--- src/rtl/gerador_indices.sv ---
// Four-lane note spawner/retirer for the MindFocus game stage.
// Define TICK_EXTERNO_EN to drive game steps from tick_ext instead of the counter.
module gerador_indices #(
  parameter int          TICK_CICLOS = 25000000,
  parameter logic [7:0]  SEED        = 8'hA5
) (
  input  logic       clock,
  input  logic       reset,
`ifdef TICK_EXTERNO_EN
  input  logic       tick_ext,
`endif
  input  logic       iniciar,
  input  logic       parar,
  input  logic [3:0] jogada,
  output logic [7:0] indices,
  output logic [3:0] acertos,
  output logic [3:0] perdas,
  output logic       ativo,
  output logic       tick
);

  typedef enum logic {PARADO, RODANDO} estado_t;

  localparam logic [7:0] LFSR_INI = (SEED == 8'h00) ? 8'h01 : SEED;

  estado_t    r_estado;
  logic [7:0] r_lfsr;
  logic [7:0] r_ind;
  logic [3:0] r_acc;
  logic [3:0] r_per;

  logic       w_tick;
  logic [7:0] w_lfsr_nx;
  logic       w_spawn;
  logic [1:0] w_sel;
  logic [7:0] w_ind_nx;
  logic [3:0] w_acc_nx;
  logic [3:0] w_per_nx;

`ifdef TICK_EXTERNO_EN
  assign w_tick = (r_estado == RODANDO) && tick_ext;
`else
  localparam int CW = $clog2(TICK_CICLOS);

  logic [CW-1:0] r_cnt;

  assign w_tick = (r_estado == RODANDO) &&
                  (r_cnt == CW'(TICK_CICLOS - 1));

  always_ff @(posedge clock or negedge reset) begin
    if (!reset) begin
      r_cnt <= '0;
    end else if (r_estado != RODANDO || parar || w_tick) begin
      r_cnt <= '0;
    end else begin
      r_cnt <= r_cnt + 1'b1;
    end
  end
`endif

  assign w_lfsr_nx = {r_lfsr[6:0],
                      r_lfsr[7] ^ r_lfsr[5] ^ r_lfsr[4] ^ r_lfsr[3]};
  assign w_spawn   = w_lfsr_nx[7];
  assign w_sel     = w_lfsr_nx[1:0];

  // A hit wins over a same-cycle expiry; spawns only land on idle lanes.
  always_comb begin
    w_ind_nx = r_ind;
    w_acc_nx = '0;
    w_per_nx = '0;
    for (int k = 0; k < 4; k++) begin
      if (r_ind[2*k +: 2] == 2'b00 && jogada[k]) begin
        w_ind_nx[2*k +: 2] = 2'b11;
        w_acc_nx[k]        = 1'b1;
      end else if (w_tick) begin
        unique case (r_ind[2*k +: 2])
          2'b00: begin
            w_ind_nx[2*k +: 2] = 2'b11;
            w_per_nx[k]        = 1'b1;
          end
          2'b01: w_ind_nx[2*k +: 2] = 2'b00;
          2'b10: w_ind_nx[2*k +: 2] = 2'b01;
          2'b11: begin
            if (w_spawn && w_sel == 2'(k))
              w_ind_nx[2*k +: 2] = 2'b10;
          end
        endcase
      end
    end
  end

  always_ff @(posedge clock or negedge reset) begin
    if (!reset) begin
      r_estado <= PARADO;
      r_lfsr   <= LFSR_INI;
      r_ind    <= 8'hFF;
      r_acc    <= '0;
      r_per    <= '0;
    end else begin
      r_acc <= '0;
      r_per <= '0;
      r_ind <= 8'hFF;
      unique case (r_estado)
        PARADO: begin
          if (iniciar)
            r_estado <= RODANDO;
        end
        RODANDO: begin
          if (parar) begin
            r_estado <= PARADO;
          end else begin
            r_ind <= w_ind_nx;
            r_acc <= w_acc_nx;
            r_per <= w_per_nx;
            if (w_tick)
              r_lfsr <= w_lfsr_nx;
          end
        end
      endcase
    end
  end

  assign indices = r_ind;
  assign acertos = r_acc;
  assign perdas  = r_per;
  assign ativo   = (r_estado == RODANDO);
  assign tick    = w_tick;

endmodule

--- config.mk ---
export PLATFORM = sky130hd
export DESIGN_NAME = gerador_indices
export DESIGN_NICKNAME = d
export VERILOG_FILES = /design/src/rtl/gerador_indices.sv
export SDC_FILE = /design/constraint.sdc
export NUM_CORES = 1
export LEC_CHECK = 0
export BUFFER_PORTS_ARGS = -buffer_cell sky130_fd_sc_hd__buf_2
export CORE_ASPECT_RATIO = 0.75
export CORE_MARGIN = 10
export CORE_UTILIZATION = 40
export CTS_CLUSTER_DIAMETER = 50
export DETAILED_ROUTE_END_ITERATION = 10
export HOLD_SLACK_MARGIN = 0.06
export PLACE_DENSITY = 0.57
export SYNTH_ARGS = -nofsm -noshare
export SYNTH_HDL_FRONTEND = slang
export SYNTH_SLANG_ARGS = --single-unit
--- constraint.sdc ---
create_clock -name clock -period 3.6 [get_ports clock]
set_input_delay 0 -clock clock [delete_from_list [all_inputs] [get_ports clock]]
set_output_delay 0 -clock clock [all_outputs]
set_load 0.05 [all_outputs]
# == Yosys cells after proc, flatten, opt, wreduce, memory -nomap -nowiden ==
# Index checks and enable logic that the tools add are counted.
# op_classes
bitwise_logic,5
n_reduce_logical,21
n_eq_ne,24
add_sub_neg,1
n_mux,42
# op_table
op,count
case mux 2 bit (4 select lines),4
adder 25 x 1 -> 25 bit (second input constant),1
== test 25 bit (second input constant),1
two-way mux 25 bit,1
two-way mux 2 bit,12
== test 2 bit (second input constant),10
!= test 5 bit (second input constant),4
two-way mux 1 bit,18
two-way mux 4 bit,4
two-way mux 8 bit,2
!= test 4 x 2 -> 1 bit (second input constant),4
== test 2 x 1 -> 1 bit (second input constant),5
logical NOT 2 bit,5
logical AND 1 bit,9
AND reduction 2 bit,4
AND reduction 3 bit,1
XOR 1 bit,3
logical OR 1 bit,2
inverter 1 bit,2
case mux 1 bit (2 select lines),1
# totals
wordCells,102
ff_bits,50
inputBits,8
output_inout_bits,18

# == Depth between registers and ports, before layout ==
# Gate-level depths: netlist of run 1.
# logic_depth
ltp_word,11
depth_mapped,8
depth_no_buf,6

# == Worst setup path after synthesis of run 1 ==
# Ideal clock, no wire load.
# synth_path
path_type,register to register
startpoint,register r_cnt[6]
endpoint,"register r_per[3], in the netlist perdas[3]"
path_buffers,0
slack_ns,1.614
path_stages_with_launch,6
t_arrival_ns,1.917
required_time_ns,3.531
setup_ns,0.069
period_less_slack_ns,1.986
cell_sequence,dfrtp_1 -> nor4_2 -> nand4_2 -> nor4_1 -> and2_1 -> and4_1
# synth_via
elab_chain_cells,6
# synth_rtl
item,line_no,source
from (decl),45,logic [CW-1:0] r_cnt;
from (signal assigned),56,r_cnt <= r_cnt + 1'b1;
== test 25 bit,48,(r_cnt == CW'(TICK_CICLOS - 1));
logical AND 1 bit,47,assign w_tick = (r_estado == RODANDO) &&
net tick,19,output logic tick
two-way mux 1 bit,75,end else if (w_tick) begin
two-way mux 1 bit,72,if (r_ind[2*k +: 2] == 2'b00 && jogada[k]) begin
two-way mux 4 bit,109,if (parar) begin
two-way mux 4 bit,103,unique case (r_estado)
to (signal assigned),114,r_per <= w_per_nx;
to (decl),30,logic [3:0] r_per;
# The timed path passes the listed nets, and every way through them passes these cells.
# A chain may end at the register's enable or synchronous reset.

# == Final worst setup path of run 1 ==
# layout_path
startpoint,register r_cnt[2]
endpoint,register r_cnt[16]
# layout_via
elab_chain_cells,4
elab_cells_between_ends,5
cone_classes,1 x add/sub; 1 x eq/ne; 1 x mux; 2 x reduce/logical
# layout_rtl
item,line_no,source
branches (longest 3 deep; another with adder 25 x 1 -> 25 bit),--,
two-way mux 25 bit *,53,end else if (r_estado != RODANDO || parar || w_tick) begin
# Every way passes the cells marked *.

==> results of run 1 <==
-- per-stage QoR --
stage	hold slack, ns	area (µm²)
CTS	0.2172	3033
detailed placement	0.1561	2835
global placement	0.1490	2835
floorplan	-0.2956	2630
finish	0.2191	3033
global route	0.2346	3033
-- critical path: stages (launching register included) --
cell and delay (ns):
dfrtp_1 0.45, and4_1 0.37, nand2_1 0.13, nor4_1 0.32, nand2b_1 0.81, nor2_1 0.12
-- cell type report --
cell class	instances	area (µm²)	share of cell area, %
clock buffers	5	68.82	2.269
clock inverters	3	68.82	2.269
inverters	15	56.30	1.856
multi-input cells	178	1264	41.67
flip-flops and latches	50	1266	41.75
well taps	81	101.3	3.342
repair buffers	34	207.7	6.848
-- kinds of logic after synthesis --
| logic type | after synthesis | share of synthesized area, % |
|---|---|---|
| compound gates | 20 | 4.900 |
| xor+xnor | 27 | 8.992 |
| fa+ha+maj | 17 | 8.087 |
| buf+inv | 23 | 3.806 |
| flops | 50 | 48.14 |
| mux | 11 | 4.710 |
| simple gates | 103 | 21.36 |
-- how the worst min path moves through the flow --
stage	startpoint	endpoint	slack [ns]	depth (start not counted)
global placement	reset	r_cnt[18]	0.15	2
floorplan	reset	acertos[0]	-0.30	0
global route	parar	acertos[2]	0.23	4
finish	parar	acertos[1]	0.22	4
CTS	parar	acertos[1]	0.22	4
detailed placement	reset	r_cnt[18]	0.16	2
-- layout by cell type, fill, tap and decap left out, types with 2 or more instances in the layout --
cell,synthesis,routed
a21oi_1,7,7
and3_1,10,10
inv_1,15,15
dlygate4sd3_1,0,6
and4_1,4,4
dfrtp_1,38,38
buf_2,2,25
nand4_1,4,4
nor4_1,9,9
dfstp_2,12,12
a21boi_2,3,3
nand3_1,7,7
bufinv_16,0,2
nor3_1,7,7
xor2_1,9,9
clkbuf_8,0,5
o21ai_0,7,7
ha_1,17,17
buf_4,3,3
nand2_1,16,16
nand2b_1,3,3
nor2_1,33,33
mux2_2,11,11
xnor2_1,18,18
and2_1,2,2
-- registers in the layout, indices dropped and copies added (netlist names) --
register / count
acertos: 4
ativo: 1
r_cnt: 25
perdas: 4
indices: 8
r_lfsr: 8
-- power by group through the flow --
| stage | clock [mW] | sequential (mW) | combinational [mW] |
|---|---|---|---|
| after floorplan | 0 | 0.585 | 0.0295 |
| after global placement | 0 | 0.580 | 0.0600 |
| after detailed placement | 0 | 0.580 | 0.0603 |
| after CTS | 0.484 | 0.570 | 0.0657 |
| after global routing | 0.510 | 0.570 | 0.0714 |
| final | 0.474 | 0.570 | 0.0640 |
-- per-layer routing --
metal	global-route usage [%]	part of all wire (%)	up-vias
li1	-	-	914
met1	15.09	52	895
met2	15.24	42	31
met3	2.722	4.7	7
met4	3.797	1.4	0
met5	0	0	-
==> impl_metrics.py, run 1 <==
metrics = {
    "status": {
        "outcome": "complete, no violations",
    },
    "cts": {
        "clock_latency_ns": 0.31,
        "post_cts_buffers": 0,
        "tritoncts": "built",
        "cts.sinks": 50,
        "ctsResizeCount": 0,
        "holdBufCountCts": 6,
        "htreeDepth": 2,
        "cts-root-buf": "clkbuf_8",
        "clk_path_buf_depth": 2,
        "clock_buffer_count_from_cts": 5,
        "clkSlewWorstSetupHoldPaths_ns": 0.10,
    },
    "cells_and_area": {
        "fillers": 612,
        "post_route_cells_drive_above_1_share_pct": 23.86,
        "final_design_utilization_pct": 47.76,
        "filler_free_cell_count_of_the_finished_design": 366,
        "antenna-diode-count": 0,
        "area_delta_synth_final_pct": 15.32,
        "final_net_count": 309,
    },
    "power_and_ir_drop": {
        "internal_power_uw": 864.0,
        "power.switching_fraction_pct": 21.97,
        "power.ir.vdd_worst_mv": 0.1831,
        "report.power.total_mw": 1.107,
        "p_comb_share_pct": 5.8,
        "power.density_cell_area_nw_per_um2": 365.1,
        "total_switching_power_uw": 243.3,
        "share_seq_of_total_power_pct": 51.4,
        "clockPowerShare_pct": 42.8,
        "static-leakage-power_nw": 1.406,
    },
    "global_routing": {
        "via_count_of_the_first_global_routing_pass": 1796,
        "grt_start_max_net_pins": 51,
        "total_grt_usage_pct": 10.70,
        "antenna_found_initial": 0,
        "grt-ovfl-total": 0,
        "grt_first_pass_wirelength_um": 9039,
    },
    "place": {
        "dp.cells": 352,
        "place_hpwl_um": 3681,
        "port_buffers": 25,
        "place.gp.congestion": 0.7181,
        "dp_slack_ns": 1.192,
    },
    "floorplan": {
        "die_width_um": 113.6,
        "core_region_area_um2": 6350,
        "initial_utilization_pct": 41.42,
        "core.rowCount": 25,
        "design.portCount": 26,
        "die_h_um": 90.23,
        "floorplan.die_area_um2": 10250,
    },
    "yosys": {
        "synth_commonest_cells": "dfrtp_1 (38), nor2_1 (33), xnor2_1 (18), ha_1 (17), nand2_1 (16)",
        "synth_area_per_cell_um2": 10.48,
        "synth_top_area_cell": "dfrtp_1",
        "yosysMostFrequentCell": "dfrtp_1",
        "ys_dominant_reg_cell": "dfrtp_1",
        "synth-warning-count": 0,
        "synth.top_cell.area_share_pct": 36.16,
        "synth-seq-cells": 50,
        "post_synth_inst_count": 251,
        "ys_async_sr_fraction_pct": 100.0,
        "synth_enable_flop_cells": 0,
        "synth_sequential_area_ratio_pct": 48.14,
        "synthTopCellsByArea": "dfrtp_1 (36%), dfstp_2 (12%), ha_1 (8.1%)",
        "mappedNetlistArea_um2": 2630,
        "ys_types": 34,
        "nets_in_the_synthesized_netlist": 276,
    },
    "drt": {
        "route.detailed.wl_per_inst_um": 14.30,
        "first_iter_violations": 72,
        "detail_route.first_pass.iterations": 5,
        "detail_route.vias_per_cell": 5.046,
        "detail-route-antenna-nets": 0,
        "route.vias.total": 1847,
        "drc": 0,
        "drt_wl_total_um": 5235,
    },
    "timing": {
        "tns_ns": 0,
        "timing.final.hold_violations": 0,
        "skew_ns": 0.01527,
        "setup-violations-final": 0,
        "finalCriticalPeriod_ns": 2.371,
        "slew_viol_final": 0,
        "postLayoutSetupSlackWorst_ns": 1.229,
        "rsz0062_at_grt": "no",
        "worst_slew_margin_rel_pct": 34.36,
        "achievable-frequency_mhz": 421.7,
        "tightestPinTransition_ns": 0.9846,
        "period_share_pct": 65.87,
    },
    "setup_path": {
        "cp_data_required_time_ns": 3.75,
        "timing.reg2reg.worst_path_depth": 5,
        "critPathKind": "flop to flop",
        "crit_arrival_ns": 2.52,
        "r2r-start": "r_cnt[2]",
        "timing.critical_path.from_type": "flop",
        "critPathMaxFanout": 25,
        "regToRegEndpoint": "r_cnt[16]",
        "ff2ff_setup_slack_ns": 1.23,
        "worst_setup_path_endpoint": "r_cnt[16]",
        "cp-startpoint": "r_cnt[2]",
        "timing.critical_path.to_type": "flop",
    },
    "run": {
        "cap_viol_max_count": 0,
    },
    "worst_hold_path": {
        "holdCritPathClass": "primary input to flop",
    },
}
(Power assumes the default switching activity.)
==> run 2: changes to the inputs <==
Settings changed: PLACE_DENSITY 0.57 to 0.59.
Clock period 3.6 ns to 2.12 ns, I/O delays scaled along.
==> run 2 against run 1 <==
Clock skew down 0.010 ns. Die area unchanged. Non-clock buffer count up 7. Sequential cell count unchanged. Fmax up 20%. Count of clock-buffer cells in the layout up 3. Clock power up 13%. Sequential power up 69%. Worst setup slack worse by 1.1 ns. Hold slack worse by 0.039 ns. Final area up 0.95%. Critical path type unchanged. Critical endpoint is now r_lfsr[4]. Largest power group unchanged.
==> impl_metrics.py, run 2 (synthesis results as in run 1) <==
metrics = {
    "cells_and_area": {
        "post_route_cells_drive_above_1_share_pct": 25.68,
        "multiInputGateArea_um2": 1282,
        "largest_register_ffs": 25,
        "final_net_count": 316,
        "fillers": 586,
        "area_delta_synth_final_pct": 16.41,
        "filler_free_cell_count_of_the_finished_design": 373,
        "sequential_cell_area_um2": 1266,
        "antenna-diode-count": 0,
        "mostFrequentLayoutCells": "dfrtp_1 (38), nor2_1 (33), buf_2 (24)",
        "layout.cells.most_common": "dfrtp_1",
        "largest_register": "r_cnt",
    },
    "setup_path": {
        "timing.critical_path.to_type": "flop",
        "crit_arrival_ns": 2.17,
        "critPathMaxFanout": 9,
        "critPathKind": "flop to flop",
        "timing.critical_path.from_type": "flop",
        "cp_data_required_time_ns": 2.31,
    },
    "floorplan": {
        "die_h_um": 90.23,
        "initial_utilization_pct": 41.42,
        "design.portCount": 26,
        "core_region_area_um2": 6350,
        "floorplan.die_area_um2": 10250,
        "core.rowCount": 25,
        "die_width_um": 113.6,
    },
    "cts": {
        "htreeDepth": 2,
        "clk_path_buf_depth": 2,
        "clock_latency_ns": 0.30,
        "tritoncts": "built",
        "cts-root-buf": "clkbuf_8",
        "clock_buffer_count_from_cts": 5,
        "cts.sinks": 50,
        "clkSlewWorstSetupHoldPaths_ns": 0.09,
    },
    "timing": {
        "worst_slew_margin_rel_pct": 57.94,
        "timing.final.hold_violations": 0,
        "slew_viol_final": 0,
        "achievable-frequency_mhz": 505.1,
        "setup-violations-final": 0,
        "finalCriticalPeriod_ns": 1.980,
        "postLayoutSetupSlackWorst_ns": 0.1403,
        "tightestPinTransition_ns": 0.6309,
        "skew_ns": 0.004796,
        "period_share_pct": 93.38,
        "tns_ns": 0,
    },
    "global_routing": {
        "grt-ovfl-total": 0,
        "antenna_found_initial": 0,
        "via_count_of_the_first_global_routing_pass": 1763,
        "grt_first_pass_wirelength_um": 8873,
        "grtUsageMet1_pct": 15.14,
        "global_route.peak_usage_layer": "met1",
        "global_route.usage.met3_pct": 2.656,
        "total_grt_usage_pct": 10.45,
        "grt_start_max_net_pins": 28,
        "grt_use_met2_pct": 14.24,
    },
    "place": {
        "dp_slack_ns": 0.2141,
        "place_hpwl_um": 3790,
        "place.gp.congestion": 0.7358,
        "port_buffers": 25,
        "dp.cells": 358,
    },
    "drt": {
        "first_iter_violations": 59,
        "detail_route.first_pass.iterations": 4,
        "route.vias.total": 1809,
        "drt_wl_total_um": 5164,
        "detail_route.vias_per_cell": 4.850,
        "drc": 0,
        "route.detailed.wl_per_inst_um": 13.84,
        "detail-route-antenna-nets": 0,
    },
    "power_and_ir_drop": {
        "power.density_cell_area_nw_per_um2": 530.5,
        "static-leakage-power_nw": 1.453,
        "report.power.total_mw": 1.624,
        "power.ir.vdd_worst_mv": 0.3236,
    },
    "run": {
        "cap_viol_max_count": 0,
    },
    "status": {
        "outcome": "complete, no violations",
    },
    "worst_hold_path": {
        "holdCritPathClass": "primary input to flop",
    },
}
run 2: worst paths after layout:
| path | startpoint | end | slack (ns) | depth (start not counted) |
|---|---|---|---|---|
| worst min register to register | r_cnt[0] | r_cnt[0] | 0.49 | 1 |
| max in group asynchronous | reset | indices[2] | 1.16 | 3 |
| min in group asynchronous | reset | r_cnt[1] | 0.25 | 2 |
| worst max register to register | r_cnt[6] | r_lfsr[4] | 0.14 | 6 |
| worst min-delay path | parar | perdas[3] | 0.18 | 4 |
| worst max-delay path | r_cnt[6] | r_lfsr[4] | 0.14 | 6 |
run 2: area by class of cell:
cell class / count / area share [%]
repair buffers: 41 / 8.991
multi-input cells: 178 / 41.89
flip-flops and latches: 50 / 41.36
inverters: 15 / 1.839
well taps: 81 / 3.310
clock buffers: 8 / 2.615
run 2: repair_timing:
item	CTS	global route
resized for setup	3	3
setup endpoints to repair	1	1
buffers inserted	0	1
hold buffers	6	0
endpoints found under the hold margin	28	0
pin swaps	0	1
run 2: report_power, final:
part	total (mW)	switching, mW	internal, mW
Clock	0.537	0.302	0.235
Sequential	0.966	0.00650	0.960
Combinational	0.121	0.0756	0.0449
Total	1.62	0.384	1.24
run 2: stage by stage:
stage / util [%] / hold slack (ns) / cell area, µm²
final: 48.22 / 0.1804 / 3062
after global routing: 48.22 / 0.1858 / 3062
after CTS: 47.92 / 0.1731 / 3043
after detailed placement: 45.56 / 0.05188 / 2893
after global placement: 45.56 / 0.05957 / 2893
after floorplan: - / -0.2956 / 2630
run 2: metal layers:
metal	up-vias	part of all wire [%]	routed length (µm)
li1	932	-	-
met3	5	4.8	249
met5	-	0	0
met1	845	53	2745
met2	27	41	2093
met4	0	1.5	76
run 2: critical path, cell delays in order (launching register included):
cell and delay, ns:
dfrtp_1 0.43, nor4_2 0.31, nand4_2 0.16, buf_4 0.18
nor4_4 0.24, buf_4 0.21, mux2_2 0.34
==> run 3: changes to the inputs <==
Settings changed: ABC_AREA set to 1, CTS_CLUSTER_SIZE set to 12.
==> run 3 against run 2 <==
Critical path depth rose by 2. Clock skew rose by 0.0029 ns. Hold slack got worse by 0.031 ns. Worst setup slack got worse by 0.012 ns. Sequential power rose by 12%. Die area rose by 8.3%. Core utilization rose by 0.23 points. Global-route usage rose by 1.7 points. Combinational power rose to 4.0 times the previous value. Final area rose by 9.6%.
==> impl_metrics.py, run 3 <==
metrics = {
    "status": {
        "outcome": "complete, no violations",
    },
    "drt": {
        "route.detailed.wl_per_inst_um": 12.27,
        "detail_route.vias_per_cell": 4.663,
        "detail-route-antenna-nets": 0,
        "detail_route.first_pass.iterations": 4,
        "drc": 0,
        "route.vias.total": 2434,
        "first_iter_violations": 172,
        "drt_wl_total_um": 6405,
    },
    "floorplan": {
        "initial_utilization_pct": 41.93,
        "die_width_um": 118.4,
        "core_region_area_um2": 6929,
        "die_h_um": 93.81,
        "design.portCount": 26,
        "floorplan.die_area_um2": 11110,
        "core.rowCount": 26,
    },
    "cts": {
        "clock_latency_ns": 0.31,
        "clkSlewWorstSetupHoldPaths_ns": 0.09,
        "htreeDepth": 2,
        "clock_buffer_count_from_cts": 5,
        "cts.sinks": 50,
        "cts-root-buf": "clkbuf_8",
        "tritoncts": "built",
        "clk_path_buf_depth": 2,
    },
    "cells_and_area": {
        "largest_register_ffs": 25,
        "mostFrequentLayoutCells": "nand2_1 (127), nor2_1 (67), inv_1 (42)",
        "largest_register": "r_cnt",
        "area_delta_synth_final_pct": 15.55,
        "layout.cells.most_common": "nand2_1",
        "antenna-diode-count": 0,
        "post_route_cells_drive_above_1_share_pct": 15.09,
        "final_cell_area_um2": 3357,
        "final_net_count": 448,
    },
    "global_routing": {
        "antenna_found_initial": 0,
        "via_count_of_the_first_global_routing_pass": 2326,
        "grt_start_max_net_pins": 33,
        "grt_first_pass_wirelength_um": 11080,
        "grt-ovfl-total": 0,
        "total_grt_usage_pct": 12.14,
    },
    "yosys": {
        "synth.top_cell.area_share_pct": 32.73,
        "synthXorXnorAreaFrac_pct": 3.015,
        "synth-warning-count": 0,
        "synth_sequential_area_ratio_pct": 43.58,
        "ys_dominant_reg_cell": "dfrtp_1",
        "ys_async_sr_fraction_pct": 100.0,
        "synthTopCellsByArea": "dfrtp_1 (33%), nand2_1 (17%), dfstp_2 (11%)",
        "synth_commonest_cells": "nand2_1 (128), nor2_1 (67), inv_1 (42), dfrtp_1 (38), nand3_1 (26)",
        "synth-compound-area-share_pct": 2.455,
        "synth_enable_flop_cells": 0,
        "mappedNetlistArea_um2": 2905,
        "post_synth_fa_ha_maj_area_fraction_pct": 7.321,
        "main_combinational_cell_family_by_area_after_synthesis": "simple AND/OR/NAND/NOR gates",
        "synth_top_area_cell": "dfrtp_1",
        "synth_area_per_cell_um2": 7.546,
        "synthSimpleGateAreaFrac_pct": 37.30,
        "yosysMostFrequentCell": "nand2_1",
        "nets_in_the_synthesized_netlist": 410,
        "yosys-mux-area-fraction_pct": 0,
        "post_synth_inst_count": 385,
        "synth-seq-cells": 50,
        "ys_types": 25,
    },
    "timing": {
        "worst_slew_margin_rel_pct": 68.32,
        "achievable-frequency_mhz": 502.2,
        "tns_ns": 0,
        "skew_ns": 0.007736,
        "rsz0062_at_grt": "no",
        "timing.final.hold_violations": 0,
        "tightestPinTransition_ns": 0.4751,
        "finalCriticalPeriod_ns": 1.991,
        "setup-violations-final": 0,
        "slew_viol_final": 0,
        "period_share_pct": 93.93,
    },
    "setup_path": {
        "crit_arrival_ns": 1.99,
        "timing.critical_path.to_type": "output pin",
        "cp-startpoint": "r_cnt[0]",
        "cp_data_required_time_ns": 2.12,
        "r2r-start": "r_cnt[0]",
        "timing.critical_path.from_type": "flop",
        "critPathMaxFanout": 10,
        "critPathKind": "flop to output pin",
    },
    "power_and_ir_drop": {
        "power.ir.vdd_worst_mv": 0.5844,
        "report.power.total_mw": 2.233,
        "power.density_cell_area_nw_per_um2": 665.1,
        "static-leakage-power_nw": 1.615,
    },
    "run": {
        "cap_viol_max_count": 0,
    },
    "place": {
        "placement.cell_area_um2": 3174,
        "place_hpwl_um": 4837,
        "place.gp.congestion": 0.8714,
        "port_buffers": 25,
    },
    "worst_hold_path": {
        "startpoint_of_the_most_critical_hold_path": "parar",
        "holdCritPathClass": "primary input to flop",
    },
}
## run 3: cell count changes after synthesis, sizes merged, moves of 5 or more
cell | before | now
xnor2 | 18 | 6
and3 | 11 | 0
xor2 | 9 | 4
nor4 | 11 | 0
nor2 | 33 | 70
inv | 15 | 42
nand2 | 16 | 131
nor3 | 7 | 16
mux2 | 11 | 0
nand3 | 8 | 29
## run 3: cell families after synthesis
group                    count (synthesis)
AO/OA/AOI/OAI                           10
flip-flops                              50
adder cells (fa/ha/maj)                 17
buffers and inverters                   46
AND/OR/NAND/NOR                        252
XOR/XNOR                                10
## run 3: power by group
group	switching (mW)	internal (mW)	total [mW]	leakage, nW
registers	0.0537	1.03	1.08	0.652
clock network	0.316	0.354	0.670	0.0524
logic	0.345	0.137	0.482	0.910
total	0.715	1.52	2.23	1.61
## run 3: repair_timing
| action | 4_1_cts | 5_1_grt |
|---|---|---|
| resized for setup | 2 | 2 |
| endpoints found under the hold margin | 44 | 0 |
| buffers inserted | 1 | 0 |
| hold buffers | 6 | 0 |
| pin swaps | 1 | 0 |
| cloned | 0 | 0 |
| setup endpoints to repair | 1 | 1 |
## run 3: final cells by class
class	count	area [µm²]
Multi-Input combinational cell	289	1460
Timing Repair Buffer	35	242.7
Inverter	42	157.7
Sequential cell	50	1267
Clock inverter	1	30.03
Tap cell	98	122.6
Fill cell	712	3572
Clock buffer	7	76.32
## run 3: path summary, 6_finish.rpt
check / depth (start not counted) / slack (ns) / end
worst min-delay path: 5 / 0.15 / r_lfsr[0]
max in group asynchronous: 3 / 1.34 / r_lfsr[2]
worst max register to register: 11 / 0.27 / r_cnt[20]
worst min register to register: 2 / 0.47 / r_lfsr[2]
worst max-delay path: 8 / 0.13 / tick
min in group asynchronous: 2 / 0.18 / r_cnt[5]
## run 3: worst max-delay path: stages (launching register included)
cell     delay [ns]
dfrtp_2        0.43
ha_2           0.23
nand3_2        0.13
nor2_4         0.18
nand3_4        0.11
nor2_8         0.21
nand2_2        0.12
inv_1          0.07
buf_4          0.19
## run 3: metrics by stage
step                setup slack, ns  instances  hold slack, ns  utilization (%)
floorplan                    0.4384        385         -0.2956                -
global placement             0.2841        507        -0.01412            45.81
detailed placement           0.2380        507        -0.01469            45.81
CTS                         0.04266        522          0.1339            48.37
global route                0.01183        522          0.1814            48.45
finish                       0.1287        522          0.1495            48.45
## run 3: per-layer routing
layer | share of wire (%) | wire (µm) | vias to the layer above | track usage (%)
met3 | 5.6 | 361 | 10 | 2.643
met2 | 40 | 2590 | 42 | 17.15
li1 | - | - | 1266 | -
met4 | 1.6 | 102 | 0 | 4.361
met5 | 0 | 0 | - | 0
met1 | 52 | 3350 | 1116 | 17.61
